File: src/rtl/if_id_stage.sv
// IF/ID pipeline register with load-use, data-stall, flush and HALT control.
// Also drives the fetch hold (hazStall) and keeps a saturating stall counter.
module if_id_stage #(
    parameter logic [15:0] NOP_INSTR = 16'h0800,
    parameter int          CNT_W     = 16
) (
    input  logic             clk,
    input  logic             rst,
    input  logic [15:0]      fInstr,
    input  logic [15:0]      fNextPc,
    input  logic             iMemStall,
    input  logic             flush,
    input  logic             dStall,
    input  logic             exMemRead,
    input  logic [2:0]       exRd,
    output logic             hazStall,
    output logic [15:0]      idInstr,
    output logic [15:0]      idNextPc,
    output logic             idValid,
    output logic             halted,
    output logic [CNT_W-1:0] stallCnt
);

    localparam logic [4:0] OP_HALT = 5'b00000;

    logic [15:0] rInstr;
    logic [15:0] rPc;
    logic        rValid;
    logic        rHalt;

    logic [4:0] opcode;
    logic [2:0] rs;
    logic [2:0] rt;
    logic       usesRs;
    logic       usesRt;
    logic       loadUse;

    assign opcode = rInstr[15:11];
    assign rs     = rInstr[10:8];
    assign rt     = rInstr[7:5];

    // NOTE: every output of an always_comb gets a default first so no latch is inferred.
    always_comb begin
        usesRs = 1'b1;
        usesRt = 1'b0;
        case (opcode)
            5'b00000, 5'b00001, 5'b00010, 5'b00011,
            5'b00100, 5'b00110, 5'b11000: usesRs = 1'b0;
            default:                      usesRs = 1'b1;
        endcase
        case (opcode)
            5'b11011, 5'b11010, 5'b11100, 5'b11101,
            5'b11110, 5'b11111, 5'b10000, 5'b10011: usesRt = 1'b1;
            default:                                usesRt = 1'b0;
        endcase
    end

    // Depends only on registered state and downstream inputs, never on fInstr.
    assign loadUse  = rValid & exMemRead &
                      ((usesRs & (rs == exRd)) | (usesRt & (rt == exRd)));
    assign hazStall = loadUse | dStall | rHalt;

    assign idValid  = rValid & ~loadUse & ~dStall;
    assign idInstr  = idValid ? rInstr : NOP_INSTR;
    assign idNextPc = rPc;
    assign halted   = rHalt;

    // NOTE: sequential state uses non-blocking assignments so all registers update together.
    always_ff @(posedge clk or negedge rst) begin
        if (!rst) begin
            rInstr <= NOP_INSTR;
            rPc    <= '0;
            rValid <= 1'b0;
            rHalt  <= 1'b0;
        end else if (flush) begin
            rInstr <= NOP_INSTR;
            rValid <= 1'b0;
            rHalt  <= 1'b0;
        end else if (dStall || loadUse || rHalt) begin
            rInstr <= rInstr;
        end else if (iMemStall) begin
            rInstr <= NOP_INSTR;
            rValid <= 1'b0;
        end else begin
            rInstr <= fInstr;
            rPc    <= fNextPc;
            rValid <= 1'b1;
            rHalt  <= (fInstr[15:11] == OP_HALT);
        end
    end

    always_ff @(posedge clk or negedge rst) begin
        if (!rst) begin
            stallCnt <= '0;
        end else if (hazStall && (stallCnt != '1)) begin
            stallCnt <= stallCnt + CNT_W'(1);
        end
    end

endmodule

File: config.mk
export PLATFORM = sky130hd
export DESIGN_NAME = if_id_stage
export DESIGN_NICKNAME = d
export VERILOG_FILES = /design/src/rtl/if_id_stage.sv
export SDC_FILE = /design/constraint.sdc
export NUM_CORES = 1
export LEC_CHECK = 0
export BUFFER_PORTS_ARGS = -buffer_cell sky130_fd_sc_hd__buf_2
export CORE_MARGIN = 2
export CORE_UTILIZATION = 53
export CTS_CLUSTER_DIAMETER = 150
export DETAILED_ROUTE_END_ITERATION = 8
export PLACE_DENSITY = 0.85
export SLEW_MARGIN = 20
export SYNTH_ARGS = -nofsm -noshare
export SYNTH_HDL_FRONTEND = slang
export SYNTH_SLANG_ARGS = --single-unit
File: constraint.sdc
create_clock -name clk -period 7.15 [get_ports clk]
set_input_delay 1.0725 -clock clk [delete_from_list [all_inputs] [get_ports clk]]
set_output_delay 1.0725 -clock clk [all_outputs]
set_load 0.01 [all_outputs]
# == Word level (Yosys, flattened, before mapping) ==
# Memory sizes are Yosys's and may differ from the RTL's.
# Cells that the tools add are included.
# classes
add_sub_neg,1
n_eq_ne,11
n_mux,11
bitwise_logic,14
n_reduce_logical,8
# op_table
cell,n
2-to-1 mux 16 bit,4
adder 16 x 1 -> 16 bit (second input constant),1
!= test 16 bit (second input constant),1
equality test 5 x 2 -> 1 bit (second input constant),2
equality test 5 x 3 -> 1 bit (second input constant),2
logical NOT 5 bit,2
2-to-1 mux 1 bit,7
OR reduction 7 bit,1
AND 1 bit,6
equality test 3 bit,2
equality test 5 x 1 -> 1 bit (second input constant),1
equality test 5 bit (second input constant),1
inverter 1 bit,5
bitwise OR 1 bit,3
AND reduction 3 bit,1
logical OR 1 bit,2
!= test 2 x 1 -> 1 bit (second input constant),1
!= test 2 bit (second input constant),1
AND reduction 2 bit,1
logical AND 1 bit,1
# word_totals
reg_bits,50
rom_bits,32
in_bits,41
output_inout_bits,51
elab_cells,51
memories,1
# mem_list
memory,depth,width,read_ports,rd_ports_with_merged_regs,wr,line_no,source
(no name shown),32,1,1,0,0,51,case (opcode)

# == Depth between registers and ports, before layout ==
# logic_depth
ltp_word,10
depth_mapped,10
depth_no_buf,9

# == Worst setup path after synthesis ==
# Ideal clock, no wire load.
# synth_timing
path_type,in2out
startpoint,input exRd[2]
endpoint,output idInstr[10]
t_arrival_ns,2.265
t_required_ns,6.077
setup_slack_ns,3.813
path_stages,8
n_path_buf,2
path_cell_list,xnor2_1 nand4_1 nor2_1 o21ai_0 and3b_1 clkbuf_1 clkbuf_1 and2_1
# synth_between
elab_chain_cells,8
elab_cells_between_ends,10
classes_between,eq/ne (2); mux (1); bitwise (7)
# synth_rtl
element,line_no,source
start: declaration,15,"input logic [2:0] exRd,"
equality test 3 bit,60,((usesRs & (rs == exRd)) | (usesRt & (rt == exRd)));
AND 1 bit,60,
bitwise OR 1 bit *,60,
AND 1 bit *,59,assign loadUse = rValid & exMemRead &
inverter 1 bit *,63,assign idValid = rValid & ~loadUse & ~dStall;
AND 1 bit * (2 in a row),63,
named net idValid,19,"output logic idValid,"
2-to-1 mux 16 bit *,64,assign idInstr = idValid ? rInstr : NOP_INSTR;
end: declaration,17,"output logic [15:0] idInstr,"
# Mark *: on every way through the listed nets, which the timed path passes. The rest lies on a longest branch.

# == Worst setup path after layout ==
# layout_timing
startpoint,register rInstr[11]
endpoint,output hazStall
# layout_between
elab_chain_cells,8
elab_cells_between_ends,16
classes_between,eq/ne (6); mux (1); bitwise (6); reduce/logical (2); memory (1)
# layout_rtl
element,line_no,source
start: declaration,26,logic [15:0] rInstr;
start signal: assignment,80,rInstr <= rInstr;
start signal: assignment,85,rInstr <= fInstr;
"parallel branches: the longest is 4 deep, another holds memory (32 x 1 bit)",n/a,
bitwise OR 1 bit *,60,
AND 1 bit *,59,
bitwise OR 1 bit * (2 in a row),61,assign hazStall = loadUse | dStall | rHalt;
end: declaration,16,"output logic hazStall,"
# Every way passes the cells marked *.

==> impl_results.md <==
- H-tree depth reported by CTS: 2
- Top-Level Pins: 92
- Worst-path fanout max: 28
- Hold Path Class: flip-flop to flip-flop
- Number of fill cells: 351
- Post-synthesis instance total: 230
- # DRC: 0
- Pin count of the biggest net entering global routing: 51
- Crit path time final: 3.88 ns
- Hold-fix buffers at CTS: 0
- Gr ovfl total: 0
- Final hold vios: 0
- Setup bufs post-CTS: 0
- Mapped cell area: 2470 um^2
- Ant diodes: 0
- Layout cells sized above 1: 35.9%
- CP Depth: 8
- Synth Warn #: 0
- Core Region: 4410 um^2
- TritonCTS Buffers: 5
- Post-route insts no fill: 372
- DRT Wirelength: 5550 um
- WP data arrival: 2.81 ns
- R2r setup slk: 4.01 ns
- RSZ-0062 raised after global routing: no
- Cell Chain, Critical Path: inv_1, ha_1, o31a_1, nor4_1, nor4_4, buf_4, inv_2, buf_2
- Peak supply drop: 147 uV
- Antenna-violating nets left: 0
- Sequential fraction of the synthesis area: 50.7%
- Slew Viols, Final: 0
- Slowest CP cell: dfstp_2
- Worst clock skew: 0.00270 ns
- Crit path kind: flip-flop to primary output
- GP Congestion: 0.961
- RR Endpoint: idNextPc[3]$_DFFE_PN0P_
- Crit share post-route: 54.3%
- # port buffers: 91
- Synth cell types: 37
- Vias in the first global route: 1993
- CP Capture Type: primary output
- DR pass1 iterations: 4
- Type of origin of the critical path: flip-flop
- Main synth FF type: dfrtp_1
- Overall die area: 5230 um^2
- GRT Util Overall: 22.5%
- FP Rows: 24
- Slew margin rel.: 47.5%
- Slowest stage delay, CP: 0.57 ns
- Clock-pin slew on the worst setup and hold paths: 0.09 ns
- Synth Register Bits: 50
- Mapped Nets: 276
- Async set or reset register ratio after synthesis: 100%
- Initial core utilization: 56.0%
- Resize count post-CTS: 0
- Crit path required time: 6.08 ns
- CP Launch Point: rInstr[11]$_DFFE_PN1P_
- CTS tree: done
- Worst hold slack: 0.486 ns
- Synth area leader: dfrtp_1
- Post-synth EDFFs: 0
- Initial antenna violation count: 0
- Final HPWL DP: 4010 um
- Area contributors post-synth: dfrtp_1, nand3b_1, mux2_1, mux2_2, xnor2_1
- Syn Area/Cell: 10.7 um^2
- First DRT Iteration DRCs: 138
- Layout area overhead: 24.0%
- Final setup violating endpoints: 0
- Cells after DPL: 364
- Die width: 72.3 um
- Reg2reg start: rInstr[11]$_DFFE_PN1P_
- R2r worst-path depth: 9
- TritonCTS sink count: 50
- Most frequent cells in the layout: buf_2, dfrtp_1, nand2_1
- Clock Latency Late Sink: 0.30 ns
- Most common cell after layout, fill and taps aside: buf_2
- Slew @ Worst Pin: 0.784 ns
- Clock root buffer: clkbuf_8
- NumNets Final: 365
- DR vias/cell: 5.51
- Delay-heaviest family, CP: buffers and inverters
- Leak pwr: 0.00147 uW
- Die Span Y: 72.3 um
- Total negative slack: 0 ns
- Max Buffers Root-to-Sink: 2
- Yosys top cell area share: 49.6%
- Number of max-cap violations: 0
- Total number of vias: 2049
- CP Capture Point: hazStall
- Bufs and invs on worst path: 4
- Status: completed
- Pwr Density: 241 nW/um^2
- First-pass GRT wire length: 9190 um
- Fmax: 258 MHz
- WL/cell: 14.9 um
[stage by stage]
step                util (%)  power [uW]  worst slack [ns]  instance area [um^2]
floorplan                  -         464              3.81                  2470
finish                  69.5         740              3.27                  3070
global placement        67.0         537              3.37                  2960
detailed placement      67.0         546              3.30                  2960
CTS                     69.4         744              3.26                  3060
global route            69.5         776              3.06                  3070
[metal layers]
layer  share of wire (%)  global-route usage [%]  vias to the layer above  wire (um)
met1                  42                    28.6                      982       2320
met3                 5.9                    4.58                        9        326
met4                 1.3                    7.13                        0         72
met5                   0                       0                        -          0
met2                  51                    38.8                       86       2830
li1                    -                       -                      972          -
[registers in the layout (all words and copies together), names as in the netlist]
signal / flops
stallCnt: 16
idNextPc: 16
rInstr: 16
rValid: 1
halted: 1
[area by class of cell]
cell class / instances / area (um^2) / share of cell area [%]
sequential: 50 / 1250 / 40.8
clock inverter: 3 / 40.0 / 1.31
multi-input combinational: 165 / 1160 / 37.7
clock buffer: 5 / 68.8 / 2.24
timing repair buffer: 92 / 465 / 15.2
tap: 52 / 65.1 / 2.12
inverter: 5 / 18.8 / 0.612
[synthesized netlist by cell type (6+ instances only)]
library cell / count
dfrtp_1: 49
nand2_1: 25
a21oi_1: 17
nand3b_1: 16
and2_1: 15
xnor2_1: 11
nor3_1: 10
clkbuf_1: 9
mux2_1: 9
mux2_2: 9
xor2_1: 8
nor2_1: 6
[power breakdown]
part	leakage (uW)	switching (uW)	internal, uW
Combinational	0.000784	96.9	80.0
Sequential	0.000629	40.9	327
Clock	0.0000579	91.4	103
Total	0.00147	229	510
[worst min path at each step]
stage	start	endpoint	slack, ns	depth (start not counted)
after floorplan	rInstr[3]$_DFFE_PN0P_	rInstr[3]$_DFFE_PN0P_	0.49	2
final	idNextPc[14]$_DFFE_PN0P_	idNextPc[14]$_DFFE_PN0P_	0.49	1
after CTS	idNextPc[14]$_DFFE_PN0P_	idNextPc[14]$_DFFE_PN0P_	0.49	1
after global routing	idNextPc[8]$_DFFE_PN0P_	idNextPc[8]$_DFFE_PN0P_	0.51	1
after detailed placement	idNextPc[14]$_DFFE_PN0P_	idNextPc[14]$_DFFE_PN0P_	0.47	1
after global placement	idNextPc[7]$_DFFE_PN0P_	idNextPc[7]$_DFFE_PN0P_	0.46	1
[worst reg2reg max path: stages, from the launching register on]
cell and delay [ns]:
dfstp_2 0.57, ha_1 0.15, o21bai_1 0.09, a211oi_2 0.26
nor3_1 0.11, nor4_4 0.20, buf_4 0.32, inv_2 0.26
nor3_4 0.67, mux2_2 0.42
[kinds of logic (layout without fill, tap and decap cells)]
family,Yosys count,in the layout,synth area share [%]
AO/OA/AOI/OAI,26,26,6.07
XOR/XNOR,19,19,6.73
AND/OR/NAND/NOR,97,97,23.2
flip-flops,50,50,50.7
multiplexers,18,18,8.20
buffers and inverters,15,105,2.58
adder cells (fa/ha/maj),5,5,2.53
Power figures use the tool's default switching activity.
